### config.mk
export PLATFORM = sky130hd
export DESIGN_NAME = router_pkt_writer_flat
export DESIGN_NICKNAME = d
export VERILOG_FILES = /design/src/rtl/router_pkg.sv /design/src/rtl/router_pkt_writer_if.sv /design/src/rtl/router_sync_timer.sv /design/src/rtl/router_pkt_writer.sv /design/src/flat_wrapper.sv
export SDC_FILE = /design/constraint.sdc
export NUM_CORES = 1
export LEC_CHECK = 0
export ABC_CLOCK_PERIOD_IN_PS = 5100
export CORE_ASPECT_RATIO = 2
export CORE_MARGIN = 3
export CORE_UTILIZATION = 67
export DETAILED_ROUTE_END_ITERATION = 7
export DONT_BUFFER_PORTS = 1
export GPL_ROUTABILITY_DRIVEN = 0
export PLACE_DENSITY = 0.81
export SETUP_SLACK_MARGIN = 0.3
export SLEW_MARGIN = 5
export SYNTH_ARGS = -nofsm -noshare
export SYNTH_HDL_FRONTEND = slang
export SYNTH_SLANG_ARGS = --single-unit
export TNS_END_PERCENT = 20
### constraint.sdc
create_clock -name clock -period 5.1 [get_ports clock]
set_clock_uncertainty 0.2 [all_clocks]
set_input_delay 1.02 -clock clock [delete_from_list [all_inputs] [get_ports clock]]
set_output_delay 1.02 -clock clock [all_outputs]
set_load 0.1 [all_outputs]
### src/rtl/router_pkg.sv
// Shared types and constants for the 1x3 router input side.
// Holds the writer FSM state encoding and the header field helpers.
// Header byte layout is {len[5:0], addr[1:0]}.
package router_pkg;

  localparam int NUM_PORTS  = 3;
  localparam int FIFO_DEPTH = 16;

  localparam logic [1:0] ADDR_INVALID = 2'b11;

  // Header field positions
  localparam int HDR_ADDR_LSB = 0;
  localparam int HDR_ADDR_MSB = 1;
  localparam int HDR_LEN_LSB  = 2;
  localparam int HDR_LEN_MSB  = 7;

  typedef enum logic [2:0] {
    DECODE     = 3'd0,
    WAIT_EMPTY = 3'd1,
    LOAD_DATA  = 3'd2,
    CHECK      = 3'd3,
    DROP       = 3'd4
  } state_t;

  function automatic logic [1:0] hdr_addr(input logic [7:0] hdr);
    return hdr[HDR_ADDR_MSB:HDR_ADDR_LSB];
  endfunction

  function automatic logic [5:0] hdr_len(input logic [7:0] hdr);
    return hdr[HDR_LEN_MSB:HDR_LEN_LSB];
  endfunction

  // One-hot port select; the invalid address maps to no port at all.
  function automatic logic [NUM_PORTS-1:0] addr_onehot(input logic [1:0] addr);
    logic [NUM_PORTS-1:0] oh;
    oh = '0;
    case (addr)
      2'd0:    oh = 3'b001;
      2'd1:    oh = 3'b010;
      2'd2:    oh = 3'b100;
      default: oh = 3'b000;
    endcase
    return oh;
  endfunction

endpackage

### src/rtl/router_pkt_writer_if.sv
// Source-side byte stream plus the FIFO-side control/status bundle.
// The writer uses the slave view; the environment uses the master view.
// All signals are single-clock, sampled on the rising edge of clock.
interface router_pkt_writer_if;
  import router_pkg::*;

  logic                 pkt_valid;
  logic [7:0]           data_in;
  logic [NUM_PORTS-1:0] fifo_full;
  logic [NUM_PORTS-1:0] fifo_empty;
  logic [NUM_PORTS-1:0] read_enb;
  logic [NUM_PORTS-1:0] write_enb;
  logic [7:0]           fifo_data;
  logic                 lfd_state;
  logic                 busy;
  logic [NUM_PORTS-1:0] vld_out;
  logic [NUM_PORTS-1:0] soft_reset;
  logic                 err;

  modport master (
    output pkt_valid, data_in, fifo_full, fifo_empty, read_enb,
    input  write_enb, fifo_data, lfd_state, busy, vld_out, soft_reset, err
  );

  modport slave (
    input  pkt_valid, data_in, fifo_full, fifo_empty, read_enb,
    output write_enb, fifo_data, lfd_state, busy, vld_out, soft_reset, err
  );

endinterface

### src/rtl/router_sync_timer.sv
// Per-port idle timer: flushes a FIFO that holds data nobody reads.
// soft_reset is high for the one cycle the counter sits at TIMEOUT-1.
// Any read or an empty FIFO restarts the count from zero.
module router_sync_timer #(
  parameter int TIMEOUT = 30,
  parameter int TMR_W   = 5
) (
  input  logic clock,
  input  logic resetn,
  input  logic vld,
  input  logic rd,
  output logic soft_reset
);

  localparam logic [TMR_W-1:0] LAST = TMR_W'(TIMEOUT - 1);

  logic [TMR_W-1:0] cnt_q;

  assign soft_reset = (cnt_q == LAST);

  // Count idle cycles with data present; clear on read, empty or after the pulse.
  always_ff @(posedge clock) begin
    if (!resetn) begin
      cnt_q <= '0;
    end else if (!vld || rd || soft_reset) begin
      cnt_q <= '0;
    end else begin
      cnt_q <= cnt_q + 1'b1;
    end
  end

endmodule

### src/rtl/router_pkt_writer.sv
// Input-side packet writer: decodes header address, writes header/payload/parity
// into one of three FIFOs with zero latency (FIFO captures on the accepting edge).
// busy stalls the source while the target FIFO is non-empty (header) or full (payload).
module router_pkt_writer
  import router_pkg::*;
#(
  parameter int TIMEOUT = 30,
  parameter int TMR_W   = 5
) (
  input logic                 clock,
  input logic                 resetn,
  router_pkt_writer_if.slave  bus
);

  state_t     state_q, state_d;
  logic [1:0] addr_q, addr_d;
  logic [7:0] hdr_q, hdr_d;
  logic [7:0] par_q, par_d;
  logic       bad_q, bad_d;

  logic [1:0]           addr_in;
  logic [NUM_PORTS-1:0] oh_in;
  logic [NUM_PORTS-1:0] oh_q;
  logic                 sel_empty;
  logic                 sel_full;
  logic                 sel_srst;
  logic                 in_empty;
  state_t               abort_state;
  logic [NUM_PORTS-1:0] vld;
  logic [NUM_PORTS-1:0] srst;

  assign addr_in     = hdr_addr(bus.data_in);
  assign oh_in       = addr_onehot(addr_in);
  assign oh_q        = addr_onehot(addr_q);
  assign in_empty    = |(bus.fifo_empty & oh_in);
  assign sel_empty   = |(bus.fifo_empty & oh_q);
  assign sel_full    = |(bus.fifo_full & oh_q);
  assign sel_srst    = |(srst & oh_q);
  // A flushed FIFO kills the packet; leftover bytes are skipped in DROP.
  assign abort_state = bus.pkt_valid ? DROP : DECODE;

  assign vld            = ~bus.fifo_empty;
  assign bus.vld_out    = vld;
  assign bus.soft_reset = srst;

  for (genvar i = 0; i < NUM_PORTS; i++) begin : g_tmr
    router_sync_timer #(
      .TIMEOUT (TIMEOUT),
      .TMR_W   (TMR_W)
    ) u_tmr (
      .clock      (clock),
      .resetn     (resetn),
      .vld        (vld[i]),
      .rd         (bus.read_enb[i]),
      .soft_reset (srst[i])
    );
  end

  // State, destination, held header and running parity registers.
  always_ff @(posedge clock) begin
    if (!resetn) begin
      state_q <= DECODE;
      addr_q  <= '0;
      hdr_q   <= '0;
      par_q   <= '0;
      bad_q   <= 1'b0;
    end else begin
      state_q <= state_d;
      addr_q  <= addr_d;
      hdr_q   <= hdr_d;
      par_q   <= par_d;
      bad_q   <= bad_d;
    end
  end

  // Next-state logic and the combinational FIFO write / source stall outputs.
  always_comb begin
    state_d       = state_q;
    addr_d        = addr_q;
    hdr_d         = hdr_q;
    par_d         = par_q;
    bad_d         = bad_q;
    bus.write_enb = '0;
    bus.fifo_data = bus.data_in;
    bus.lfd_state = 1'b0;
    bus.busy      = 1'b0;
    bus.err       = 1'b0;

    case (state_q)
      DECODE: begin
        if (bus.pkt_valid) begin
          if (addr_in == ADDR_INVALID) begin
            state_d = DROP;
          end else begin
            addr_d = addr_in;
            hdr_d  = bus.data_in;
            par_d  = bus.data_in;
            bad_d  = 1'b0;
            if (in_empty) begin
              bus.write_enb = oh_in;
              bus.lfd_state = 1'b1;
              state_d       = LOAD_DATA;
            end else begin
              state_d = WAIT_EMPTY;
            end
          end
        end
      end

      WAIT_EMPTY: begin
        bus.busy = 1'b1;
        if (sel_srst) begin
          state_d = abort_state;
        end else if (sel_empty) begin
          bus.write_enb = oh_q;
          bus.fifo_data = hdr_q;
          bus.lfd_state = 1'b1;
          state_d       = LOAD_DATA;
        end
      end

      LOAD_DATA: begin
        bus.busy = sel_full;
        if (sel_srst) begin
          state_d = abort_state;
        end else if (!sel_full) begin
          bus.write_enb = oh_q;
          if (bus.pkt_valid) begin
            par_d = par_q ^ bus.data_in;
          end else begin
            // Byte with pkt_valid low is the parity byte: still stored, then compared.
            bad_d   = (par_q != bus.data_in);
            state_d = CHECK;
          end
        end
      end

      CHECK: begin
        bus.busy = 1'b1;
        bus.err  = bad_q;
        state_d  = sel_srst ? abort_state : DECODE;
      end

      DROP: begin
        if (!bus.pkt_valid) begin
          state_d = DECODE;
        end
      end

      default: begin
        state_d = DECODE;
      end
    endcase
  end

endmodule
### src/flat_wrapper.sv
// flat-port wrapper written by rule: the top's interface ports become plain ports
module router_pkt_writer_flat import router_pkg::*;
#(
  parameter int TIMEOUT = 30,
  parameter int TMR_W   = 5
)
  (clock, resetn, bus_pkt_valid, bus_data_in, bus_fifo_full, bus_fifo_empty, bus_read_enb, bus_write_enb, bus_fifo_data, bus_lfd_state, bus_busy, bus_vld_out, bus_soft_reset, bus_err);
  router_pkt_writer_if bus_i ();
  input logic clock;
  input logic resetn;
  input wire logic [$bits(bus_i.pkt_valid)-1:0] bus_pkt_valid;
  input wire logic [$bits(bus_i.data_in)-1:0] bus_data_in;
  input wire logic [$bits(bus_i.fifo_full)-1:0] bus_fifo_full;
  input wire logic [$bits(bus_i.fifo_empty)-1:0] bus_fifo_empty;
  input wire logic [$bits(bus_i.read_enb)-1:0] bus_read_enb;
  output wire logic [$bits(bus_i.write_enb)-1:0] bus_write_enb;
  output wire logic [$bits(bus_i.fifo_data)-1:0] bus_fifo_data;
  output wire logic [$bits(bus_i.lfd_state)-1:0] bus_lfd_state;
  output wire logic [$bits(bus_i.busy)-1:0] bus_busy;
  output wire logic [$bits(bus_i.vld_out)-1:0] bus_vld_out;
  output wire logic [$bits(bus_i.soft_reset)-1:0] bus_soft_reset;
  output wire logic [$bits(bus_i.err)-1:0] bus_err;
  assign bus_i.pkt_valid = bus_pkt_valid;
  assign bus_i.data_in = bus_data_in;
  assign bus_i.fifo_full = bus_fifo_full;
  assign bus_i.fifo_empty = bus_fifo_empty;
  assign bus_i.read_enb = bus_read_enb;
  assign bus_write_enb = bus_i.write_enb;
  assign bus_fifo_data = bus_i.fifo_data;
  assign bus_lfd_state = bus_i.lfd_state;
  assign bus_busy = bus_i.busy;
  assign bus_vld_out = bus_i.vld_out;
  assign bus_soft_reset = bus_i.soft_reset;
  assign bus_err = bus_i.err;
  router_pkt_writer #(.TIMEOUT(TIMEOUT), .TMR_W(TMR_W)) u_core (.clock(clock), .resetn(resetn), .bus(bus_i));
endmodule
==> run_results.csv, run 1 <==
group,metric,value,unit
power_and_ir_drop,p_leak,0.836,nW
floorplan,die_w,46.5,um
global_route,grtUsageTotal,30.0,%
route,final_antenna_net_count,0,
global_route,grt_antenna_before_repair,0,
sta,layout_min_cycle_time,4.35,ns
sta,setup_viol,0,
sta,slew-limit-headroom,25.9,%
clock_network,clk_pin_slew_worst_paths,0.07,ns
run,maxCapViolCount,0,
route,vias_per_cell,6.65,
worst_setup_path,slowest_delay,0.89,ns
yosys,synth-edff-count,0,
route,drc,0,
route,routedWlPerCell,19.2,um
yosys,ys.flop_type,"dfxtp_1",
yosys,synth.distinct_cells,48,
cells_and_area,num_antenna_cells,0,
sta,fmax,230,MHz
sta,fin_tns_setup,0,ns
global_route,overflow,0,
yosys,synthTopCellsByArea,"dfxtp_1 32%, nand2_1 4.8%, xnor2_1 4.8%, o21ai_0 3.9%, nor2_1 3.8%",
place,port-buffer-count,0,
outcome,outcome,"finished clean",
worst_setup_path,crit_slowest_cell,"and4_1",
place,pre_cts_slack,1.07,ns
worst_setup_path,startpoint_type,"flip-flop",
global_route,grt_pass1_vias,1887,
clock_network,post_cts_resized,0,
clock_network,cts-root-buf,"clkbuf_8",
yosys,ys_seq_elements,35,
global_route,grt_pass1_wl,8.75,mm
floorplan,fp.dieH,87.0,um
sta,rsz0062_at_grt,"no",
floorplan,std_cell_rows,28,
yosys,syn_area_per_cell,8.78,sq um
sta,min_period_over_period,85.2,%
worst_setup_path,critical_path_class,"flip-flop to output port",
yosys,synth_commonest_cells,"35 x dfxtp_1, 28 x nand2_1, 22 x nor2_1",
clock_network,cts.sinks,35,
route,dr.pass1.iters,4,
yosys,syn_inst,250,
place,dp_hpwl,3.92,mm
cells_and_area,layout.nets,273,
yosys,async_flop_share,0,%
clock_network,htreeDepth,2,
clock_network,cts_buffers,5,
clock_network,hold_buffers,0,
clock_network,cts_tree,"built",
floorplan,ios,40,
global_route,grt_max_degree,33,
floorplan,die_area,4040,sq um
yosys,synth_top_cell_by_area,"dfxtp_1",
yosys,synth_area,2200,sq um
worst_setup_path,path_max_fanout,10,
yosys,yosysSeqAreaShare,31.9,%
sta,hold_viol,0,
route,routed_wl,5.33,mm
worst_setup_path,end_kind,"output port",
cells_and_area,area_growth,4.96,%
sta,worstMarginPinSlew,1.11,ns
sta,maxSlewViolCount,0,
yosys,synth.top_cell.area_share,31.9,%
yosys,yosysMostFrequentCell,"dfxtp_1",
worst_hold_path,hp-class,"flip-flop to flip-flop",
worst_setup_path,cp_cell_sequence,"ha_1 -> and4_1 -> nand2_2 -> nand4_2 -> nand2_1 -> a32o_1 -> buf_4",
yosys,yosys_warnings,0,
clock_network,cts_setup_buffers,0,
floorplan,coreArea,3050,sq um
cells_and_area,drive_gt1_share,17.3,%
power_and_ir_drop,vdd_drop_max,428,uV
clock_network,clkLatencyLatePin,0.30,ns
worst_setup_path,required,3.88,ns
power_and_ir_drop,power.density,528,nW/um^2
clock_network,clock_path_buffers,2,
sta,worst_slack,0.755,ns
route,drt-initial-drc-count,57,
yosys,synth_nets,276,
route,num_vias,1849,
worst_setup_path,cp.arrival,3.13,ns
floorplan,start_util,72.0,%
==> path summary, 6_finish.rpt <==
kind	startpoint	end	depth (start not counted)	slack, ns
max	u_core.g_tmr[1].u_tmr.cnt_q[0]	bus_write_enb[0]	7	0.75
min	u_core.hdr_q[6]	u_core.hdr_q[6]	2	0.26
max reg2reg	u_core.g_tmr[1].u_tmr.cnt_q[0]	u_core.par_q[1]	6	2.26
min reg2reg	u_core.hdr_q[6]	u_core.hdr_q[6]	2	0.26
==> flip-flops by register name (all words and copies together) (netlist names) <==
signal,count
u_core.bad_q,1
u_core.g_tmr.u_tmr.cnt_q,15
u_core.hdr_q,8
u_core.par_q,8
u_core.state_q,3
==> worst max-delay path: cells and delay by family (launching register included) <==
kind	cells	cell delay, ns
AND/OR/NAND/NOR	4	1.81
flip-flops	1	0.37
AO/OA/AOI/OAI	1	0.24
buffers and inverters	1	0.23
adder cells (fa/ha/maj)	1	0.16
==> cells by family (layout without fill, tap and decap cells) <==
family,count (synthesis),after routing,share of synthesized area [%]
AO/OA/AOI/OAI,74,74,24.9
XOR/XNOR,18,18,7.18
adder cells (fa/ha/maj),6,6,3.42
buffers and inverters,25,23,6.61
flip-flops,35,35,31.9
multiplexers,9,9,4.44
AND/OR/NAND/NOR,83,83,21.5
==> routing by layer <==
| layer | vias up | wire length [um] | global-route usage, % |
|---|---|---|---|
| met5 | - | 0 | 0 |
| met4 | 0 | 262 | 17.1 |
| met3 | 21 | 332 | 8.49 |
| met2 | 64 | 2870 | 52.3 |
| met1 | 874 | 1860 | 29.6 |
| li1 | 890 | - | - |
==> placed cells by master, fill, tap and decap left out, types with 8 or more instances in the layout <==
master / instances
dfxtp_1: 35
nand2_1: 28
o211ai_1: 10
inv_1: 8
o21a_1: 8
xnor2_1: 12
a21oi_1: 9
o21ai_0: 15
o21ai_1: 8
nor2_1: 21
==> cell type report <==
type | count | area, sq um
fill | 225 | 743
inverter | 8 | 30.0
timing repair buffer | 7 | 52.6
multi-input combinational | 190 | 1370
tap | 30 | 37.5
sequential | 35 | 701
clock buffer | 6 | 82.6
clock inverter | 2 | 35.0
==> report_power, final <==
part | leakage, nW | internal (W) | switching, W
logic | 0.489 | 0.000182 | 0.000398
registers | 0.285 | 0.000316 | 0.0000575
clock network | 0.0612 | 0.000158 | 0.000105
==> per-stage QoR <==
step	instance area [sq um]	utilization, %	hold WS (ns)	std cells	power [W]
global route	2300	75.6	0.296	278	0.00128
floorplan	2200	-	0.233	250	0.000878
CTS	2300	75.6	0.267	278	0.00122
global placement	2190	71.8	0.244	270	0.000932
finish	2300	75.6	0.263	278	0.00122
detailed placement	2190	71.8	0.257	270	0.000954
Note: power is estimated with default switching activity, not from simulation.
==> inputs of run 2 (changes only) <==
REMOVE_ABC_BUFFERS = 1   (was default)
==> run 2 against run 1 <==
Effect of this change:
- global-route usage shrank 3.1 points
- total power decreased by 6.6%
- sequential cell count unchanged
- count of clock-buffer cells in the layout did not move
- sequential share of layout area grew 0.61 points
- cell area shrank 2.0%
- critical path depth did not move
- sequential power hardly changed
- critical path type unchanged
- largest cell class unchanged
==> run_results.csv, run 2 (synthesis gave the netlist of run 1 again) <==
group,metric,value,unit
clock_network,clk_pin_slew_worst_paths,0.06,ns
power_and_ir_drop,seq_power_share,32.8,%
clock_network,cts.sinks,35,
power_and_ir_drop,p_switching,0.000547,W
worst_hold_path,hp-start,"u_core.hdr_q[3]",
sta,fmax,231,MHz
power_and_ir_drop,p_sw_share,48.2,%
route,routed_wl,5.00,mm
sta,rsz0062_at_grt,"no",
route,num_vias,1863,
global_route,grtUsageTotal,27.0,%
cells_and_area,drive_gt1_share,16.3,%
global_route,grt_pass1_wl,8.11,mm
global_route,grt_antenna_before_repair,0,
clock_network,cts-root-buf,"clkbuf_8",
worst_setup_path,slowest_delay,0.90,ns
worst_hold_path,holdPathEnd,"u_core.hdr_q[3]",
floorplan,fp.dieH,87.0,um
cells_and_area,layout.cells.most_common_list,"35 x dfxtp_1, 28 x nand2_1, 21 x nor2_1, 15 x o21ai_0, 12 x xnor2_1",
global_route,grt_pass1_vias,1793,
clock_network,post_cts_resized,0,
floorplan,ios,40,
floorplan,coreArea,3050,sq um
clock_network,cts_setup_buffers,0,
cells_and_area,regMostFlops,"u_core.g_tmr.u_tmr.cnt_q",
sta,min_period_over_period,84.8,%
global_route,grt_max_degree,33,
sta,hold_viol,0,
power_and_ir_drop,power.density,503,nW/um^2
cells_and_area,fillers,242,
cells_and_area,top_regs,"u_core.g_tmr.u_tmr.cnt_q: 15 flops, u_core.hdr_q: 8 flops, u_core.par_q: 8 flops",
sta,fin_tns_setup,0,ns
route,dr.pass1.iters,4,
worst_setup_path,cp.arrival,3.10,ns
worst_setup_path,end_kind,"output port",
cells_and_area,final_common_cell,"dfxtp_1",
cells_and_area,layout.nets,273,
cells_and_area,final_util,74.1,%
place,dp_hpwl,3.68,mm
worst_setup_path,r2r-end,"u_core.par_q[1]",
clock_network,clock_path_buffers,2,
route,vias_per_cell,6.75,
power_and_ir_drop,p_leak,0.812,nW
power_and_ir_drop,p_comb_share,51.1,%
power_and_ir_drop,vdd_drop_max,316,uV
sta,layout_min_cycle_time,4.32,ns
power_and_ir_drop,internal_power,0.000588,W
sta,setup_viol,0,
global_route,overflow,0,
worst_setup_path,crit_slowest_cell,"and4_1",
clock_network,clkLatencyLatePin,0.29,ns
clock_network,hold_buffers,0,
floorplan,die_w,46.5,um
worst_setup_path,startpoint_type,"flip-flop",
floorplan,die_area,4040,sq um
clock_network,htreeDepth,2,
outcome,outcome,"finished clean",
sta,maxSlewViolCount,0,
worst_hold_path,min_path_cells,2,
place,port-buffer-count,0,
cells_and_area,num_antenna_cells,0,
clock_network,cts_tree,"built",
run,maxCapViolCount,0,
worst_setup_path,path_max_fanout,10,
worst_setup_path,critical_path_class,"flip-flop to output port",
route,routedWlPerCell,18.1,um
cells_and_area,area_growth,2.91,%
route,drc,0,
worst_setup_path,required,3.88,ns
route,drt-initial-drc-count,71,
worst_hold_path,hp-class,"flip-flop to flip-flop",
floorplan,std_cell_rows,28,
sta,slew-limit-headroom,25.8,%
route,final_antenna_net_count,0,
worst_setup_path,r2r-start,"u_core.g_tmr[1].u_tmr.cnt_q[0]",
clock_network,cts_buffers,5,
floorplan,start_util,72.0,%
worst_setup_path,cp_cell_sequence,"ha_1 -> and4_1 -> nand2_2 -> nand4_2 -> nand2_1 -> a32o_1 -> buf_4",
power_and_ir_drop,p_clk_share,16.1,%
sta,worstMarginPinSlew,1.11,ns
worst_setup_path,r2r_cells,6,
cells_and_area,largest_reg_flops,15,
worst_setup_path,reg2reg_slack,2.22,ns
-- run 2: cell types whose count changed in the layout (fill, tap and decap cells not counted), sizes merged --
cell    delta
clkinv     -1
bufinv     -1
-- run 2: layout make-up --
| class | count | area (sq um) | area share (%) |
|---|---|---|---|
| multi-input cells | 190 | 1370 | 60.5 |
| clock buffers | 6 | 72.6 | 3.21 |
| flip-flops and latches | 35 | 701 | 31.0 |
| inverters | 8 | 30.0 | 1.33 |
| repair buffers | 7 | 52.6 | 2.33 |
| well taps | 30 | 37.5 | 1.66 |
-- run 2: per-stage QoR --
stage / hold slack, ns / power, W / area [sq um] / cells / worst slack (ns)
final: 0.264 / 0.00114 / 2260 / 276 / 0.775
after global routing: 0.284 / 0.00119 / 2260 / 276 / 0.641
after CTS: 0.267 / 0.00113 / 2260 / 276 / 0.766
after detailed placement: 0.258 / 0.000951 / 2190 / 270 / 1.09
after global placement: 0.243 / 0.000929 / 2190 / 270 / 1.18
after floorplan: 0.233 / 0.000849 / 2080 / 233 / -0.0778
-- run 2: worst max-delay path, delay by kind of cell (launching register included) --
family	cells	cell delay [ns]
flops	1	0.38
compound gates	1	0.24
simple gates	4	1.79
fa+ha+maj	1	0.17
buf+inv	1	0.23
-- run 2: power groups by stage --
stage	clock, W	combinational [W]	sequential (W)
3_5_place_dp	0	0.000574	0.000377
4_1_cts	0.000185	0.000578	0.000371
5_1_grt	0.000195	0.000621	0.000378
6_report	0.000183	0.000581	0.000372
2_1_floorplan	0	0.000483	0.000366
3_3_place_gp	0	0.000556	0.000373
-- run 2: metal layers --
metal  up-vias  share of wire, %  GRT usage (%)
li1        885                 -              -
met1       885                37           30.2
met2        81                53           46.4
met3        12               7.0           6.42
met4         0               2.6           10.9
met5         -                 0              0
-- run 2: worst max path at each step --
stage                              startpoint          endpoint  slack, ns  depth (start not counted)
3_3_place_gp   u_core.g_tmr[1].u_tmr.cnt_q[0]  bus_write_enb[0]       1.18                          7
4_1_cts        u_core.g_tmr[1].u_tmr.cnt_q[0]  bus_write_enb[0]       0.77                          7
2_1_floorplan               bus_fifo_empty[1]     bus_lfd_state      -0.08                          4
6_report       u_core.g_tmr[1].u_tmr.cnt_q[0]  bus_write_enb[0]       0.78                          7
5_1_grt        u_core.g_tmr[1].u_tmr.cnt_q[0]  bus_write_enb[0]       0.64                          7
3_5_place_dp   u_core.g_tmr[1].u_tmr.cnt_q[0]  bus_write_enb[0]       1.09                          7
==> inputs of run 3 (changes only) <==
ABC_CLOCK_PERIOD_IN_PS = 3600   (was 5100)
CORE_UTILIZATION = 57   (was 67)
PLACE_DENSITY = 0.73   (was 0.81)
clock period = 3.6 ns   (was 5.1 ns; I/O delays follow)
==> run 3 against run 2 <==
Effect of this change:
- utilization shrank 3.0 points
- largest cell class unchanged
- non-clock buffer count increased by 16
- hold slack improved by 0.0051 ns
- worst setup slack got worse by 0.29 ns
- first-iteration DRC count shrank 52%
- highest routed layer unchanged
- combinational power is 60% higher
- global-route usage shrank 3.3 points
- sequential cell count unchanged
- cell area increased by 15%
- routed wire length increased by 5.1%
==> run_results.csv, run 3 (synthesis gave the netlist of run 1 again) <==
group,metric,value,unit
route,routedWlPerCell,16.8,um
power_and_ir_drop,vdd_drop_max,536,uV
route,drt-initial-drc-count,34,
sta,slew-limit-headroom,45.2,%
cells_and_area,layout.cells.most_common_list,"35 x dfxtp_1, 28 x nand2_1, 21 x nor2_1, 15 x o21ai_0",
route,drc,0,
cells_and_area,layout.nets,289,
floorplan,coreArea,3650,sq um
sta,maxSlewViolCount,0,
worst_setup_path,path_max_fanout,10,
cells_and_area,drive_gt1_share,22.3,%
cells_and_area,num_antenna_cells,0,
power_and_ir_drop,p_leak,0.959,nW
sta,fin_tns_setup,0,ns
clock_network,cts_tree,"built",
floorplan,die_area,4680,sq um
worst_setup_path,end_kind,"output port",
sta,fmax,321,MHz
run,maxCapViolCount,0,
cells_and_area,regMostFlops,"u_core.g_tmr.u_tmr.cnt_q",
sta,setup_viol,0,
sta,min_period_over_period,86.5,%
cells_and_area,top_regs,"u_core.g_tmr.u_tmr.cnt_q: 15 flops, u_core.hdr_q: 8 flops, u_core.par_q: 8 flops",
power_and_ir_drop,power.density,703,nW/um^2
global_route,overflow,0,
global_route,grt_antenna_before_repair,0,
sta,layout_min_cycle_time,3.11,ns
clock_network,clk_pin_slew_worst_paths,0.07,ns
floorplan,fp.dieH,93.8,um
route,routed_wl,5.26,mm
clock_network,cts-root-buf,"clkbuf_8",
global_route,grt_pass1_vias,1851,
sta,worstMarginPinSlew,0.821,ns
route,num_vias,1892,
worst_setup_path,cp.arrival,2.19,ns
route,vias_per_cell,6.04,
route,dr.pass1.iters,5,
global_route,grtUsageTotal,23.7,%
cells_and_area,area_growth,18.2,%
cells_and_area,final_util,71.2,%
worst_hold_path,hp-class,"flip-flop to flip-flop",
worst_setup_path,critical_path_class,"flip-flop to output port",
clock_network,cts.sinks,35,
cells_and_area,final_common_cell,"dfxtp_1",
place,port-buffer-count,0,
sta,hold_viol,0,
clock_network,clkLatencyLatePin,0.29,ns
clock_network,htreeDepth,2,
floorplan,start_util,60.2,%
cells_and_area,fin_area,2590,sq um
worst_setup_path,required,2.68,ns
place,dp_hpwl,3.68,mm
route,final_antenna_net_count,0,
sta,rsz0062_at_grt,"no",
place,pre_cts_slack,0.553,ns
floorplan,die_w,49.9,um
outcome,outcome,"finished clean",
cells_and_area,largest_reg_flops,15,
floorplan,ios,40,
floorplan,std_cell_rows,31,
place,post_dp_cell_area,2440,sq um
sta,worst_slack,0.486,ns
global_route,grt_pass1_wl,8.60,mm
clock_network,cts_buffers,5,
clock_network,clock_path_buffers,2,
global_route,grt_max_degree,33,
worst_setup_path,startpoint_type,"flip-flop",
run 3: critical path: stages, from the launching register on:
cell,delay (ns)
dfxtp_1,0.37
inv_1,0.06
ha_1,0.17
and4_1,0.23
nand2_2,0.22
nand4_4,0.25
nand2_1,0.22
a32o_1,0.20
buf_12,0.19
run 3: stage by stage:
stage          cells  power (W)  hold WS (ns)
5_1_grt          313    0.00191         0.309
2_1_floorplan    233    0.00120         0.233
4_1_cts          309    0.00183         0.272
3_3_place_gp     301    0.00144         0.247
3_5_place_dp     301    0.00145         0.258
6_report         313    0.00183         0.269
run 3: worst paths after layout:
path / cells past startpoint / slack [ns] / endpoint / from
worst max-delay path: 8 / 0.49 / bus_write_enb[1] / u_core.g_tmr[1].u_tmr.cnt_q[1]
worst min-delay path: 2 / 0.27 / u_core.hdr_q[4] / u_core.hdr_q[4]
worst max register to register: 9 / 1.34 / u_core.state_q[1] / u_core.g_tmr[2].u_tmr.cnt_q[1]
worst min register to register: 2 / 0.27 / u_core.hdr_q[4] / u_core.hdr_q[4]
run 3: area by class of cell:
| type | count | area, sq um |
|---|---|---|
| multi-input cells | 190 | 1380 |
| fillers | 303 | 1050 |
| flip-flops and latches | 35 | 701 |
| repair buffers | 23 | 310 |
| clock buffers | 6 | 82.6 |
| well taps | 49 | 61.3 |
| clock inverters | 2 | 35.0 |
| inverters | 8 | 30.0 |
run 3: repair_timing:
action                                  CTS  global route
pin swaps                                 0             1
endpoints found under the setup margin   11            11
buffers inserted                          0             4
hold buffers                              0             0
resized for setup                         1             0
run 3: power by group:
group | leakage [nW] | switching, W | internal (W)
clock | 0.0612 | 0.000146 | 0.000224
combinational | 0.613 | 0.000584 | 0.000343
sequential | 0.285 | 0.0000800 | 0.000447
total | 0.959 | 0.000811 | 0.00101
run 3: layer usage:
metal	part of all wire, %	routed length [um]	global-route usage (%)
met5	0	0	0
met4	3.2	170	13.4
met3	4.8	250	5.09
met2	53	2810	42.0
met1	38	2020	25.1
